<file path="src/rtl/shift_add_multiplier_if.sv">
// Port bundle for the shift-and-add multiplier: request/result handshake plus
// the operand/result wires of the external combinational adder.
interface shift_add_multiplier_if #(
    parameter int WIDTH = 8
);
    logic                 START;
    logic [WIDTH-1:0]     A;
    logic [WIDTH-1:0]     B;
    logic                 BUSY;
    logic                 DONE;
    logic [2*WIDTH-1:0]   PRODUCT;
    logic [WIDTH-1:0]     ADD_A;
    logic [WIDTH-1:0]     ADD_B;
    logic [WIDTH-1:0]     ADD_SUM;
    logic                 ADD_CARRY;

    // master: the surrounding level (requester and adder)
    modport master (
        output START, A, B, ADD_SUM, ADD_CARRY,
        input  BUSY, DONE, PRODUCT, ADD_A, ADD_B
    );

    modport slave (
        input  START, A, B, ADD_SUM, ADD_CARRY,
        output BUSY, DONE, PRODUCT, ADD_A, ADD_B
    );
endinterface

</file>
<file path="src/rtl/shift_add_multiplier.sv">
// Sequential unsigned WIDTHxWIDTH multiplier: one pass of the external adder per
// multiplier bit, fixed latency of WIDTH passes, one-cycle DONE pulse.
module shift_add_multiplier #(
    parameter int WIDTH = 8
) (
    input  logic                  CLK,
    input  logic                  RST,
    shift_add_multiplier_if.slave bus
);
    localparam int PW    = 2 * WIDTH;
    localparam int CNT_W = $clog2(WIDTH) + 1;
    localparam logic [CNT_W-1:0] LAST = CNT_W'(WIDTH - 1);

    typedef enum logic [1:0] {S_IDLE, S_CALC, S_DONE} state_t;

    state_t            state, state_nxt;
    logic [WIDTH-1:0]  m;
    logic [PW-1:0]     p;
    logic [CNT_W-1:0]  cnt;
    logic [PW-1:0]     product;
    logic [PW-1:0]     p_shift;
    logic              load, step, finish, busy, done;

    // Adder result joined with the untouched multiplier bits, shifted right by one;
    // the carry lands in the top bit so nothing is lost.
    assign p_shift = {bus.ADD_CARRY, bus.ADD_SUM, p[WIDTH-1:1]};

    assign bus.ADD_A   = p[PW-1:WIDTH];
    assign bus.ADD_B   = p[0] ? m : '0;
    assign bus.BUSY    = busy;
    assign bus.DONE    = done;
    assign bus.PRODUCT = product;

    always_ff @(posedge CLK or posedge RST) begin
        if (RST) state <= S_IDLE;
        else     state <= state_nxt;
    end

    always_comb begin
        state_nxt = state;
        load      = 1'b0;
        step      = 1'b0;
        finish    = 1'b0;
        busy      = 1'b0;
        done      = 1'b0;
        case (state)
            S_IDLE: begin
                if (bus.START) begin
                    load      = 1'b1;
                    state_nxt = S_CALC;
                end
            end
            S_CALC: begin
                busy = 1'b1;
                step = 1'b1;
                if (cnt == LAST) begin
                    finish    = 1'b1;
                    state_nxt = S_DONE;
                end
            end
            S_DONE: begin
                done      = 1'b1;
                state_nxt = S_IDLE;
            end
            default: state_nxt = S_IDLE;
        endcase
    end

    always_ff @(posedge CLK or posedge RST) begin
        if (RST) begin
            m       <= '0;
            p       <= '0;
            cnt     <= '0;
            product <= '0;
        end else begin
            if (load) begin
                m   <= bus.A;
                p   <= {{WIDTH{1'b0}}, bus.B};
                cnt <= '0;
            end
            if (step) begin
                p   <= p_shift;
                cnt <= cnt + 1'b1;
            end
            if (finish) product <= p_shift;
        end
    end
endmodule

</file>
<file path="src/flat_wrapper.sv">
// flat-port wrapper written by rule: the top's interface ports become plain ports
module shift_add_multiplier_flat 
#(
    parameter int WIDTH = 8
)
  (CLK, RST, bus_START, bus_A, bus_B, bus_ADD_SUM, bus_ADD_CARRY, bus_BUSY, bus_DONE, bus_PRODUCT, bus_ADD_A, bus_ADD_B);
  shift_add_multiplier_if #(.WIDTH(WIDTH)) bus_i ();
  input  logic CLK;
  input  logic RST;
  input wire logic [$bits(bus_i.START)-1:0] bus_START;
  input wire logic [$bits(bus_i.A)-1:0] bus_A;
  input wire logic [$bits(bus_i.B)-1:0] bus_B;
  input wire logic [$bits(bus_i.ADD_SUM)-1:0] bus_ADD_SUM;
  input wire logic [$bits(bus_i.ADD_CARRY)-1:0] bus_ADD_CARRY;
  output wire logic [$bits(bus_i.BUSY)-1:0] bus_BUSY;
  output wire logic [$bits(bus_i.DONE)-1:0] bus_DONE;
  output wire logic [$bits(bus_i.PRODUCT)-1:0] bus_PRODUCT;
  output wire logic [$bits(bus_i.ADD_A)-1:0] bus_ADD_A;
  output wire logic [$bits(bus_i.ADD_B)-1:0] bus_ADD_B;
  assign bus_i.START = bus_START;
  assign bus_i.A = bus_A;
  assign bus_i.B = bus_B;
  assign bus_i.ADD_SUM = bus_ADD_SUM;
  assign bus_i.ADD_CARRY = bus_ADD_CARRY;
  assign bus_BUSY = bus_i.BUSY;
  assign bus_DONE = bus_i.DONE;
  assign bus_PRODUCT = bus_i.PRODUCT;
  assign bus_ADD_A = bus_i.ADD_A;
  assign bus_ADD_B = bus_i.ADD_B;
  shift_add_multiplier #(.WIDTH(WIDTH)) u_core (.CLK(CLK), .RST(RST), .bus(bus_i));
endmodule
</file>
<file path="config.mk">
export PLATFORM = sky130hd
export DESIGN_NAME = shift_add_multiplier_flat
export DESIGN_NICKNAME = d
export VERILOG_FILES = /design/src/rtl/shift_add_multiplier_if.sv /design/src/rtl/shift_add_multiplier.sv /design/src/flat_wrapper.sv
export SDC_FILE = /design/constraint.sdc
export NUM_CORES = 1
export LEC_CHECK = 0
export CORE_MARGIN = 4
export CORE_UTILIZATION = 35
export CTS_CLUSTER_DIAMETER = 50
export DETAILED_ROUTE_END_ITERATION = 8
export HOLD_SLACK_MARGIN = 0.05
export PLACE_DENSITY = 0.65
export RECOVER_POWER = 25
export SETUP_SLACK_MARGIN = 0.05
export SLEW_MARGIN = 20
export SYNTH_ARGS = -nofsm -noshare
export SYNTH_HDL_FRONTEND = slang
export SYNTH_SLANG_ARGS = --single-unit
</file>
<file path="constraint.sdc">
create_clock -name CLK -period 1.73 [get_ports CLK]
set_clock_uncertainty 0.05 [all_clocks]
set_input_delay 0.519 -clock CLK [delete_from_list [all_inputs] [get_ports CLK]]
set_output_delay 0.519 -clock CLK [all_outputs]
set_load 0.02 [all_outputs]
</file>
==> impl_metrics.tcl, run 1 <==
set metrics [dict create \
    antenna_found_initial 0 \
    fmax_mhz 602 \
    grt_usage_pct 11.6 \
    fillers 518 \
    syn_nets 181 \
    critical_path_class "flop to primary output" \
    yosysMostFrequentCell "dfrtp_1" \
    rrSetupSlack_ps 160 \
    worst_pin_slew_ps 617 \
    drtAntennaViolNets 0 \
    min_path_type "flop to flop" \
    die-width_um 84.0 \
    cts_sinks 46 \
    synth_cell_types 28 \
    max-cap-violations 0 \
    tns_ps 0 \
    drt_iter0_markers 43 \
    yosysWarningCount 0 \
    cts_tree "built" \
    start_util_pct 36.5 \
    drc 0 \
    die_area_um2 7050 \
    ios 62 \
    syn_inst 152 \
    grt_pass1_wl_um 6520 \
    dr_total_vias 1383 \
    syn-mean-instance-area_um2 13.3 \
    wl_per_cell_um 13.7 \
    place_congestion 0.705 \
    clk_latency_ps 290 \
    finalCritPeriodShare_pct 96.0 \
    dpl_cell_area_um2 2720 \
    synth_top_cell_by_area "dfrtp_1" \
    first_pass_iters 3 \
    cp_data_required_time_ps 1160 \
    rsz0062_at_grt "true" \
    antenna_cells 0 \
    worstHoldStart "u_core.cnt[3]" \
    finalMaxSlewViolations 0 \
    yosys-top-cells-count "dfrtp_1, mux2_2, a22o_1, mux2_4" \
    path_max_fanout 5 \
    gr-total-overflow 0 \
    worstReg2RegEnd "u_core.bus.PRODUCT[10]" \
    viasPerCell 4.64 \
    fin_crit_ps 1660 \
    netlist_area_um2 2020 \
    slew_headroom_pct 58.9 \
    r2r_cells 5 \
    finalSetupViolations 0 \
    numCtsBuffers 5 \
    synth_edf_count 0 \
    cp-end-kind "primary output" \
    grt_pass1_vias 1386 \
    dp_cells 282 \
    finalInstanceArea_um2 2890 \
    ir_worst_vdd_v 0.000698 \
    portBuffers 61 \
    power_density_nw_per_um2 1700 \
    hold_viol_final 0 \
    p_total_mw 4.92 \
    ys_ff_latch 46 \
    htree_levels 2 \
    register_area_um2 1150 \
    arrival_ps 1090 \
    busiest_layer "met2" \
    drive_above_1_share_pct 35.0 \
    synth_top_area_share_pct 57.0 \
    cts-root-buf "clkbuf_8" \
    hold_depth 1 \
    holdPathEnd "u_core.cnt[3]" \
    yosysSeqAreaShare_pct 57.0 \
    multiInputGateArea_um2 767 \
    drt_wl_total_um 4090 \
    synth_area_leaders "dfrtp_1, mux2_2, mux2_4, a22o_1, and3b_1" \
    grt_max_degree 47 \
    grtUsageMet3_pct 5.43 \
    crit-reg2reg-launch "u_core.state[0]" \
    ys.flop_type "dfrtp_1" \
    dp_hpwl_um 2910 \
    rows 27 \
    met1_usage_pct 14.3 \
    use_met2_pct 18.1 \
    final_nets 256 \
    start_kind "flop" \
    clockBufferDepth 2 \
    p_leak_nw 1.38 \
    clkTransAtPathRegs_ps 70 \
    async_flop_share_pct 100 \
    core_area_um2 5540 \
    final_cells 298 \
    area_growth_pct 43.2 \
    outcome "finished, final reports clean" \
    die_h_um 84.0 \
]
[area by class of cell]
type	instances	share of cell area, %
Clock buffer	6	2.85
Inverter	3	0.389
Multi-Input combinational cell	87	26.5
Sequential cell	46	39.9
Tap cell	72	3.11
Timing Repair Buffer	84	27.3
[sequential cells by signal, summed over array words and instances, names as in the netlist]
register            cells
u_core.bus.PRODUCT     16
u_core.p               16
u_core.m                8
u_core.cnt              4
u_core.state            2
[through the flow]
| stage | hold WS [ps] | worst slack, ps | util [%] |
|---|---|---|---|
| floorplan | 396 | 73.2 | - |
| finish | 437 | 69.7 | 52.2 |
| CTS | 441 | -63.8 | 51.0 |
| global placement | 420 | -100 | 49.1 |
| detailed placement | 427 | -145 | 49.1 |
| global route | 467 | 16.5 | 52.2 |
[cells by family (layout without fill, tap and decap cells)]
kind of cell / after synthesis / after routing / share of synthesized area (%)
AOI/OAI and AO/OA: 29 / 29 / 9.72
adders and majority gates: 1 / 1 / 0.619
buffers and inverters: 19 / 93 / 6.07
DFF: 46 / 46 / 57.0
muxes: 27 / 27 / 16.7
and+or+nand+nor: 30 / 30 / 9.97
[power by group]
group          leakage, nW  switching [mW]  total, mW  internal (mW)
combinational        0.786            1.08       2.42           1.34
sequential           0.555           0.300       1.88           1.58
clock               0.0431           0.318      0.626          0.308
total                 1.38            1.69       4.92           3.23
[metal layers]
layer	share of wire, %	routed length, um
met1	42	1720
met2	49	1990
met3	8.5	349
met4	0.76	31
met5	0	0
[cells in the final DEF, fill, tap and decap left out, types with 2 or more instances in the layout]
| cell type | count |
|---|---|
| and3b_1 | 7 |
| nand2_1 | 7 |
| dfrtp_1 | 44 |
| buf_6 | 11 |
| a21oi_1 | 7 |
| buf_4 | 19 |
| o21ai_0 | 8 |
| a22o_1 | 10 |
| dfrtp_2 | 2 |
| clkdlybuf4s50_1 | 26 |
| and2_4 | 8 |
| inv_1 | 2 |
| clkbuf_8 | 6 |
| mux2_4 | 9 |
| nor2_1 | 2 |
| dlygate4sd2_1 | 24 |
| mux2_2 | 17 |
[critical path: stages, from the launching register on]
cell and delay, ps:
dfrtp_2 420, buf_6 130, and2_4 130, buf_6 120
[worst max-delay path by stage]
| stage | start | end | slack [ps] | cells past startpoint |
|---|---|---|---|---|
| floorplan | RST | u_core.bus.PRODUCT[0] | 70 | 1 |
| global placement | bus_START | u_core.m[5] | -100 | 4 |
| detailed placement | bus_START | u_core.m[6] | -150 | 4 |
| CTS | u_core.state[1] | bus_DONE | -60 | 3 |
| global route | u_core.p[0] | bus_ADD_B[4] | 20 | 3 |
| finish | u_core.p[0] | bus_ADD_B[6] | 70 | 3 |
[timing repair]
action,4_1_cts,5_1_grt
hold buffers,0,0
resized for setup,80,19
buffers inserted,5,5
pin swaps,1,1
setup endpoints to repair,50,21
No activity file was read; power rests on OpenSTA's default activity.
==> inputs of run 2 (changes only) <==
CORE_UTILIZATION = 42   (was 35)
PLACE_DENSITY = 0.76   (was 0.65)
SLEW_MARGIN = default   (was 20)
==> impl_metrics.tcl, run 2 (synthesized netlist as in run 1, its figures left out) <==
set metrics [dict create \
    drc 0 \
    worst_pin_slew_ps 408 \
    register_area_um2 1150 \
    final_cells 278 \
    hold_viol_final 0 \
    dr_total_vias 1430 \
    antenna_cells 0 \
    crit_path_max_incr_delay_ps 440 \
    finalCritPeriodShare_pct 98.7 \
    place_congestion 0.725 \
    clockBufferDepth 2 \
    fin_crit_ps 1710 \
    area_growth_pct 42.7 \
    final_nets 255 \
    clkTransAtPathRegs_ps 80 \
    die-width_um 77.4 \
    ios 62 \
    grt_max_degree 39 \
    most-common-layout-cells "dfrtp_1, clkdlybuf4s50_1, dlygate4sd2_1" \
    drtAntennaViolNets 0 \
    viasPerCell 5.14 \
    cp_data_required_time_ps 1160 \
    min_path_type "flop to flop" \
    portBuffers 61 \
    max-cap-violations 0 \
    fmax_mhz 586 \
    drt_iter0_markers 77 \
    grt_usage_pct 15.9 \
    arrival_ps 1140 \
    path_max_fanout 4 \
    core_area_um2 4500 \
    tns_ps 0 \
    finalSetupViolations 0 \
    start_kind "flop" \
    p_sw_mw 1.75 \
    antenna_found_initial 0 \
    cts-root-buf "clkbuf_8" \
    die_area_um2 5980 \
    dp_hpwl_um 3120 \
    outcome "finished, final reports clean" \
    power_frac_seq_pct 38.9 \
    path_cells "buf_6 -> and2_1 -> buf_2" \
    multiInputGateArea_um2 771 \
    final_common_cell "dfrtp_1" \
    rows 24 \
    cts_sinks 46 \
    power_density_nw_per_um2 1710 \
    wl_per_cell_um 16.2 \
    dp_cells 260 \
    critical_path_class "flop to primary output" \
    ir_worst_vdd_v 0.000850 \
    clockPowerShare_pct 12.1 \
    die_h_um 77.4 \
    fillers 360 \
    slowest_stage "dfrtp_2" \
    first_pass_iters 4 \
    clk_latency_ps 290 \
    rsz0062_at_grt "true" \
    cts_tree "built" \
    slew_headroom_pct 72.8 \
    p_sw_share_pct 35.6 \
    grt_pass1_vias 1538 \
    combPwrFrac_pct 49.0 \
    start_util_pct 44.9 \
    cp-end-kind "primary output" \
    grt_pass1_wl_um 7600 \
    p_int_mw 3.17 \
    drive_above_1_share_pct 32.3 \
    p_leak_nw 1.39 \
    gr-total-overflow 0 \
    htree_levels 2 \
    drt_wl_total_um 4490 \
    numCtsBuffers 5 \
    finalMaxSlewViolations 0 \
]
## run 2: changes by cell type in the layout (fill, tap and decap cells not counted), sizes merged
cell,change
dlymetal6s2s,+1
clkinv,-1
inv,+1
clkdlybuf4s50,-1
## run 2: per-stage QoR
step | hold slack (ps) | setup WS, ps | utilization [%] | instance area, um2 | total power, mW
global placement | 416 | -215 | 59.8 | 2690 | 4.20
floorplan | 396 | 73.2 | - | 2020 | 3.33
detailed placement | 428 | -266 | 59.8 | 2690 | 4.29
CTS | 399 | -26.5 | 61.2 | 2760 | 4.72
global route | 464 | -17.2 | 64.0 | 2880 | 5.26
finish | 447 | 23.0 | 64.0 | 2880 | 4.92
## run 2: routing by layer
metal	wire length, um	track usage [%]	part of all wire [%]	vias to the layer above
met4	54	4.63	1.2	0
met5	0	0	0	-
met2	2110	25.3	47	56
met1	1930	19.8	43	694
met3	397	6.94	8.8	7
li1	-	-	-	673
## run 2: critical path, delay by kind of cell, from the launching register on
kind | cells | cell delay (ps)
DFF | 1 | 440
buffers and inverters | 2 | 280
and+or+nand+nor | 1 | 130
## run 2: worst paths after layout
check,cells past startpoint,slack (ps),start,endpoint
max,3,20,u_core.p[0],bus_ADD_B[6]
min,1,450,u_core.cnt[3],u_core.cnt[3]
max reg2reg,5,110,u_core.state[0],u_core.bus.PRODUCT[9]
min reg2reg,1,450,u_core.cnt[3],u_core.cnt[3]
max in group asynchronous,3,520,RST,u_core.state[1]
min in group asynchronous,2,580,RST,u_core.m[1]
## run 2: final cells by class
| type | count | area share (%) |
|---|---|---|
| clock buffer | 7 | 2.65 |
| timing repair buffer | 83 | 28.0 |
| tap | 52 | 2.26 |
| inverter | 3 | 0.390 |
| sequential | 46 | 40.0 |
| multi-input combinational | 87 | 26.7 |
## run 2: power groups by stage
stage	clock network (mW)	registers (mW)	logic [mW]
3_5_place_dp	0	1.93	2.36
6_report	0.596	1.91	2.41
5_1_grt	0.667	1.98	2.61
2_1_floorplan	0	2.06	1.27
4_1_cts	0.615	1.92	2.19
3_3_place_gp	0	1.89	2.31
## run 2: timing repair
| action | in CTS | in global routing |
|---|---|---|
| pin swaps | 1 | 0 |
| hold buffers | 0 | 0 |
| buffers inserted | 3 | 8 |
| gates resized for setup | 67 | 28 |
| endpoints found under the setup margin | 51 | 18 |
==> inputs of run 3 (changes only) <==
RECOVER_POWER = default   (was 25)
SLEW_MARGIN = 20   (was default)
==> impl_metrics.tcl, run 3 (synthesized netlist as in run 1, its figures left out) <==
set metrics [dict create \
    cts-root-buf "clkbuf_8" \
    grt_pass1_wl_um 7600 \
    drc 0 \
    drt_wl_total_um 4490 \
    die_h_um 77.4 \
    rsz0062_at_grt "true" \
    r2r_cells 5 \
    numCtsBuffers 5 \
    drt_iter0_markers 77 \
    dpl_cell_area_um2 2690 \
    finalCritPeriodShare_pct 98.7 \
    wl_per_cell_um 16.2 \
    hold_viol_final 0 \
    cp_data_required_time_ps 1160 \
    clkTransAtPathRegs_ps 80 \
    htree_levels 2 \
    start_util_pct 44.9 \
    grt_usage_pct 15.9 \
    dp_cells 260 \
    finalInstanceArea_um2 2880 \
    power_density_nw_per_um2 1710 \
    die-width_um 77.4 \
    portBuffers 61 \
    place_congestion 0.725 \
    cp-end-kind "primary output" \
    dp_hpwl_um 3120 \
    area_growth_pct 42.7 \
    rows 24 \
    clockBufferDepth 2 \
    finalMaxSlewViolations 0 \
    drive_above_1_share_pct 32.7 \
    crit-reg2reg-launch "u_core.state[0]" \
    p_leak_nw 1.39 \
    worstReg2RegEnd "u_core.bus.PRODUCT[9]" \
    clk_latency_ps 290 \
    antenna_cells 0 \
    fmax_mhz 586 \
    critical_path_class "flop to primary output" \
    dr_total_vias 1430 \
    fin_crit_ps 1710 \
    final_common_cell "dfrtp_1" \
    antenna_found_initial 0 \
    gr-total-overflow 0 \
    start_kind "flop" \
    path_max_fanout 4 \
    core_area_um2 4500 \
    worst_pin_slew_ps 408 \
    grt_max_degree 39 \
    slew_headroom_pct 72.8 \
    crit_start "u_core.p[0]" \
    ctsHoldBuffers 0 \
    die_area_um2 5980 \
    max-cap-violations 0 \
    rrSetupSlack_ps 110 \
    min_path_type "primary input to asynchronous set/reset pin" \
    first_pass_iters 4 \
    cts_tree "built" \
    cts_sinks 46 \
    grt_pass1_vias 1538 \
    most-common-layout-cells "dfrtp_1, clkdlybuf4s50_1, dlygate4sd2_1" \
    drtAntennaViolNets 0 \
    final_cells 278 \
    ios 62 \
    final_nets 255 \
    finalSetupViolations 0 \
    outcome "finished, final reports clean" \
    ir_worst_vdd_v 0.000850 \
    viasPerCell 5.14 \
    arrival_ps 1140 \
]
run 3: cell count changes in the layout (fill, tap and decap cells not counted), sizes merged:
cell           previous run  this run
dlygate4sd3               1         0
clkdlybuf4s50            25        26
run 3: worst max-delay path, stage by stage, from the launching register on:
cell and delay [ps]:
dfrtp_2 440, buf_6 130, and2_1 130, buf_2 150
run 3: what timing repair did:
| item | in CTS | in global routing |
|---|---|---|
| buffers inserted | 3 | 8 |
| gates cloned | 0 | 0 |
| setup endpoints to repair | 51 | 18 |
| pin swaps | 1 | 0 |
| resized for setup | 67 | 28 |
run 3: worst max-delay path by stage:
stage                                 end  slack (ps)  cells past startpoint
floorplan           u_core.bus.PRODUCT[0]          70                      1
global placement              u_core.p[1]        -210                      5
detailed placement            u_core.p[1]        -270                      5
CTS                          bus_ADD_B[1]         -30                      2
global route                 bus_ADD_B[6]         -20                      3
finish                       bus_ADD_B[6]          20                      3
run 3: final cells by class:
type	count	area (um2)
Clock buffer	7	76.3
Fill cell	360	1620
Inverter	3	11.3
Multi-Input combinational cell	87	771
Sequential cell	46	1150
Timing Repair Buffer	83	807
Tap cell	52	65.1
run 3: routing by layer:
layer	part of all wire (%)	wire length, um	global-route usage (%)
met5	0	0	0
met4	1.2	54	4.63
met1	43	1930	19.8
met3	8.8	397	6.94
met2	47	2110	25.3
run 3: where the power goes:
group | switching, mW | internal (mW)
Combinational | 1.10 | 1.31
Sequential | 0.334 | 1.58
Clock | 0.318 | 0.278
run 3: stage by stage:
step	hold slack (ps)	utilization [%]	worst slack, ps	power (mW)	setup TNS (ps)
floorplan	396	-	73.2	3.33	0
global placement	416	59.8	-215	4.20	-4520
detailed placement	428	59.8	-266	4.29	-6150
CTS	399	61.2	-26.5	4.72	-26.5
global route	418	64.0	-17.2	5.26	-23.5
finish	397	64.0	23.0	4.92	0
